==> src/rtl/fcvt_w_s.sv <==
// Single-precision float to signed 32-bit integer converter, round to nearest
// with ties away from zero. Combinational convert, one registered stage.
module fcvt_w_s (
  input  logic        clk,
  input  logic        rst,
  input  logic [31:0] x,
  input  logic        in_valid,
  output logic [31:0] y,
  output logic        exception,
  output logic        out_valid
);

  // Handshake: in_valid qualifies x for one cycle; out_valid is in_valid
  // delayed by one cycle and qualifies y/exception. There is no backpressure,
  // so a new operand may be accepted every cycle.

  localparam logic [31:0] INT_MIN = 32'h8000_0000;

  logic [7:0]  exp_w;
  logic [23:0] sig_w;
  logic [4:0]  sh_r;
  logic [2:0]  sh_l;
  logic [24:0] rsh;
  logic [31:0] mag;
  logic        exc_c;

  logic [31:0] y_d, y_q;
  logic        exc_d, exc_q;
  logic        vld_d, vld_q;

  assign exp_w = x[30:23];
  assign sig_w = {1'b1, x[22:0]};

  always_comb begin
    mag   = '0;
    exc_c = 1'b0;
    rsh   = '0;
    sh_r  = 5'(8'd150 - exp_w);
    sh_l  = 3'(exp_w - 8'd150);
    if (exp_w >= 8'd158) begin
      // Covers Inf/NaN (e=255) and every finite value with |x| >= 2^31.
      exc_c = 1'b1;
    end else if (exp_w >= 8'd150) begin
      mag = {8'd0, sig_w} << sh_l;
    end else if (exp_w >= 8'd127) begin
      // Extra low bit catches the guard; sticky bits never matter for ties-away.
      rsh = {sig_w, 1'b0} >> sh_r;
      mag = {8'd0, rsh[24:1]} + {31'd0, rsh[0]};
    end else if (exp_w == 8'd126) begin
      mag = 32'd1;
    end
  end

  always_comb begin
    y_d   = y_q;
    exc_d = exc_q;
    vld_d = in_valid;
    if (in_valid) begin
      exc_d = exc_c;
      if (exc_c)      y_d = INT_MIN;
      else if (x[31]) y_d = -mag;
      else            y_d = mag;
    end
  end

  always_ff @(posedge clk) begin
    if (rst) begin
      y_q   <= '0;
      exc_q <= 1'b0;
      vld_q <= 1'b0;
    end else begin
      y_q   <= y_d;
      exc_q <= exc_d;
      vld_q <= vld_d;
    end
  end

  assign y         = y_q;
  assign exception = exc_q;
  assign out_valid = vld_q;

endmodule

==> config.mk <==
export PLATFORM = sky130hd
export DESIGN_NAME = fcvt_w_s
export DESIGN_NICKNAME = d
export VERILOG_FILES = /design/src/rtl/fcvt_w_s.sv
export SDC_FILE = /design/constraint.sdc
export NUM_CORES = 1
export LEC_CHECK = 0
export CAP_MARGIN = 20
export CORE_UTILIZATION = 39
export DETAILED_ROUTE_END_ITERATION = 7
export PLACE_DENSITY_LB_ADDON = 0.05
export SYNTH_ARGS = -nofsm -noshare
export SYNTH_HDL_FRONTEND = slang
export SYNTH_SLANG_ARGS = --single-unit
==> constraint.sdc <==
create_clock -name clk -period 21.4 [get_ports clk]
set_clock_uncertainty 0.15 [all_clocks]
set_input_delay 4.28 -clock clk [delete_from_list [all_inputs] [get_ports clk]]
set_output_delay 4.28 -clock clk [all_outputs]
set_load 0.05 [all_outputs]
* Word-level counts from Yosys, hierarchy flattened
Cells that the tools add are included.
Cells by class: add/sub/neg operators 4, multipliers 0, divide/modulo/power cells 0, order comparisons 3, equal/unequal tests 1, shift-type cells 2, muxes and demuxes 7, bitwise operators 0, reductions and logical operators 0
Operators by type and width (number):
- 32-bit 2-to-1 mux | 4
- 32-bit negation | 1
- 24-bit by 3-bit left shift with 32-bit output | 1
- 24-bit by 1-bit adder with 25-bit output | 1
- 25-bit 2-to-1 mux | 1
- 25-bit by 5-bit >> shifter with 25-bit output | 1
- 8-bit greater-or-equal comparator (second input constant) | 2
- 8-bit by 7-bit == test with 1-bit output (second input constant) | 1
- 8-bit by 7-bit greater-or-equal comparator with 1-bit output (second input constant) | 1
- 5-bit subtractor (first input constant) | 1
- 3-bit subtractor (second input constant) | 1
- 1-bit 2-to-1 mux | 2
Storage, ports and cells: register bits 34, bits in latches 0, memory bits (writable) 0, bits in read-only memories 0, output and inout port bits 34, word-level logic and storage cells 20, memories 0

* Logic depth before layout (Yosys ltp)
depth after elaboration 9, gate-level depth with buffers 27, gate-level depth less buffers 20

* Worst setup path after synthesis
Ideal clock, no wire load.
kind in2reg, from input port x[23], to register y_q[19], in the netlist y[19], arrival 9.481 ns, data required time 21.133 ns, path slack 11.652 ns, stages 25, cell sequence inv_1 buf_4 clkbuf_1 buf_1 ha_1 buf_6 buf_8 buf_12 mux2i_1 mux4_2 nand2_1 a21oi_1 a21oi_1 ha_1 ha_1 inv_1 a211oi_2 nand3_4 nor4_4 xor2_1 a21oi_1 nor4bb_1 a31oi_1 xnor2_1 a22o_1
Between the ends: cells in the longest elaborated chain, start to end 9
RTL lines:
- from (decl) | RTL line 6 | input logic [31:0] x,
- 5-bit subtractor | RTL line 38 | sh_r = 5'(8'd150 - exp_w);
- 25-bit by 5-bit >> shifter with 25-bit output | RTL line 47 | rsh = {sig_w, 1'b0} >> sh_r;
- 24-bit by 1-bit adder with 25-bit output | RTL line 48 | mag = {8'd0, rsh[24:1]} + {31'd0, rsh[0]};
- 25-bit 2-to-1 mux | RTL line 45 | end else if (exp_w >= 8'd127) begin
- 32-bit 2-to-1 mux | RTL line 43 | end else if (exp_w >= 8'd150) begin
- 32-bit 2-to-1 mux | RTL line 40 | if (exp_w >= 8'd158) begin
- 32-bit negation | RTL line 61 | else if (x[31]) y_d = -mag;
- 32-bit 2-to-1 mux | RTL line 61
- 32-bit 2-to-1 mux * | RTL line 60 | if (exc_c) y_d = INT_MIN;
- to (signal assigned) | RTL line 72 | y_q <= y_d;
- to (decl) | RTL line 27 | logic [31:0] y_d, y_q;
Every way passes the cells marked *; elsewhere a longest branch is shown, timed or not. A chain may end at the register's enable or synchronous reset.

* Final worst setup path
from input port x[23], to register y_q[28], in the netlist y[28]
Same word-level chain as after synthesis.

==> out/results.ini <==
[status]
status=completed

[global_routing]
grt_max_degree=61
antenna_found_initial=0
grt-ovfl-total=0
grt_pass1_wl_um=33000
track_usage_pct=26.0
first_global_vias=5780

[detailed_routing]
ant_nets=0
wl_per_cell_um=21.1
route.vias.total=6248
firstDrtPassIters=5
routed_wl_um=20900
routed_via_density=6.30
remaining_drc_errors=0
initialDrtViolationCount=644

[power_and_ir_drop]
power.density_nw_per_um2=52.1
pwr-share-clk_pct=20.2
power.internal_mw=0.195
pwr-share-seq_pct=19.6
swShare_pct=45.6
switchingPower_mw=0.164
comb_power_share_pct=60.1
p_leak_nw=2.48
ir_drop_mv=0.0271

[logic_synthesis]
ys_warn_count=0
synth_cell_types=99
synth_top_area_share_pct=11.2
synth_compound_gate_area_share_pct=24.0
syn-num-nets=818
netlist_top_cells_count=90 x nor2_1, 74 x nand2_1, 57 x mux2i_1
synthFlopType=dfxtp_1
yosysTopAreaCell=dfxtp_1
syn-instance-count=774
synth_mux_area_share_pct=23.4
synthArstFlopShare_pct=0
ys_seq_area_share_pct=11.2
synthSimpleGateAreaFrac_pct=28.2
synth_area_sq_um=6060
synth_top_family_by_area=simple AND/OR/NAND/NOR gates
yosys-top-cells-area=dfxtp_1 11%, mux2i_1 9.4%, mux4_2 7.4%
synthXorXnorAreaFrac_pct=5.01
synth_edf_count=0
avgSynthCellArea_sq_um=7.83
synth-seq-cells=34
synthAdderAreaFrac_pct=1.86
synth_most_common_cell=nor2_1

[worst_hold_path]
hold_path_class=flop to flop

[floorplanning]
initial_utilization_pct=39.9
die_area_sq_um=16000
core_area_sq_um=15200
ios=69
die_w_um=127
die_h_um=127
rows=45

[worst_setup_path]
startpoint_type=input port
cp.arrival_ns=10.87
cp_max_fo=45
endpoint_kind=flop
criticalPathCategory=input port to flop
cp.required_ns=21.42

[clocking]
cts_tree=yes
numCtsBuffers=5
cts-root-buf=clkbuf_16
clkTransAtPathRegs_ns=0.06
h-tree-depth=2
insertion_delay_ns=0.28
clock_path_buffers=2
cts.sinks=34
cts_resized=0
cts_setup_buffers=0
holdBufCountCts=0

[finish]
final_nets=846
final_area_sq_um=6890
drive_gt1_share_pct=14.3
area_growth_pct=13.6
diodes=0

[timing]
fin_crit_ns=10.85
tightestPinTransition_ns=1.04
maxSlewViolCount=0
rsz0062_at_grt=no
setup_viol=0
setup_tns_ns=0
layout_setup_ws_ns=10.55
timing.fmax_mhz=92.2
relSlewSlack_pct=30.8
fin_crit_sh_pct=50.7
hold_viol_final=0

[placement]
hpwl_um=16600
io_buffers=68
place_area_sq_um=6740
dpl_worst_slack_ns=10.29
gp_congestion=0.929

[run]
cap_violations=0

## worst paths after layout
check | from | endpoint | slack (ns) | cells past startpoint
min reg2reg | y[17]$_SDFFE_PP0P_ | y[17]$_SDFFE_PP0P_ | 0.29 | 2
min | y[17]$_SDFFE_PP0P_ | y[17]$_SDFFE_PP0P_ | 0.29 | 2
max reg2reg | y[31]$_SDFFE_PP0P_ | y[31]$_SDFFE_PP0P_ | 20.34 | 4
max | x[23] | y[28]$_SDFFE_PP0P_ | 10.55 | 21
## placed cells by master, fill, tap and decap left out, types with 4 or more instances in the layout
master,n
mux2_1,4
inv_1,16
o22ai_1,5
nor2_1,90
o211ai_1,8
nand2_1,74
nor3_1,17
nor4_1,10
o21ai_1,8
ha_1,8
a31oi_1,10
mux2i_1,57
nand2b_1,8
xnor2_1,22
nand4_1,16
clkbuf_16,5
nand3b_1,5
a21oi_1,48
dfxtp_1,34
mux4_2,20
nor2b_1,11
nand3_1,28
a211o_1,11
mux2_2,27
a22oi_1,7
o31ai_1,9
or2_2,4
and3_1,6
xor2_1,8
or3_1,4
a211oi_1,9
buf_4,10
o21ai_0,32
or2_1,5
clkdlybuf4s50_1,67
## registers in the layout, summed over array words and instances (netlist names)
| signal | flops |
|---|---|
| exception | 1 |
| out_valid | 1 |
| y | 32 |
## through the flow
step                      util [%]  total power, mW  hold WS, ns  instances
final                         45.3            0.359        0.294        991
after global routing          45.3            0.378        0.323        991
after CTS                     45.3            0.358        0.298        991
after detailed placement      44.3            0.284        0.291        983
after global placement        44.3            0.283        0.285        983
after floorplan                  -            0.229        0.512        774
## power groups by stage
stage	combinational, mW	clock, mW	sequential, mW
final	0.216	0.0726	0.0705
after floorplan	0.141	0	0.0879
after global routing	0.230	0.0762	0.0711
after CTS	0.213	0.0737	0.0705
after detailed placement	0.212	0	0.0719
after global placement	0.212	0	0.0716
## cells by family (layout without fill, tap and decap cells)
| group | Yosys count | after routing |
|---|---|---|
| simple gates | 315 | 315 |
| fa+ha+maj | 9 | 9 |
| buf+inv | 73 | 102 |
| mux | 110 | 110 |
| xor+xnor | 33 | 33 |
| compound gates | 200 | 200 |
| flops | 34 | 34 |
## worst max-delay path, cell delays in order
cell      delay, ns
buf_2          0.11
inv_1          0.72
ha_2           1.04
mux2i_1        0.33
a21boi_0       0.15
o211ai_1       0.60
nor2_1         0.08
a21oi_1        0.14
o22ai_1        0.10
ha_1           0.26
ha_1           0.29
and3_1         0.15
o21ai_0        0.36
ha_1           0.27
nand3b_1       0.09
nor4_1         0.48
and4_1         0.33
nand3_1        0.28
nor3_4         0.39
mux2i_1        0.12
a211o_1        0.23
## per-layer routing
| metal | share of wire (%) | track usage [%] |
|---|---|---|
| met2 | 47 | 44.0 |
| met4 | 1.4 | 6.16 |
| met5 | 0 | 0 |
| met3 | 4.5 | 1.60 |
| met1 | 47 | 36.2 |
## layout make-up
class / instances / area [sq um]
tap: 188 / 235
timing repair buffer: 78 / 751
multi-input combinational: 667 / 5010
inverter: 16 / 60.1
sequential: 34 / 681
clock inverter: 1 / 5.00
fill: 1583 / 8320
clock buffer: 7 / 143
Note: power is estimated with default switching activity, not from simulation.
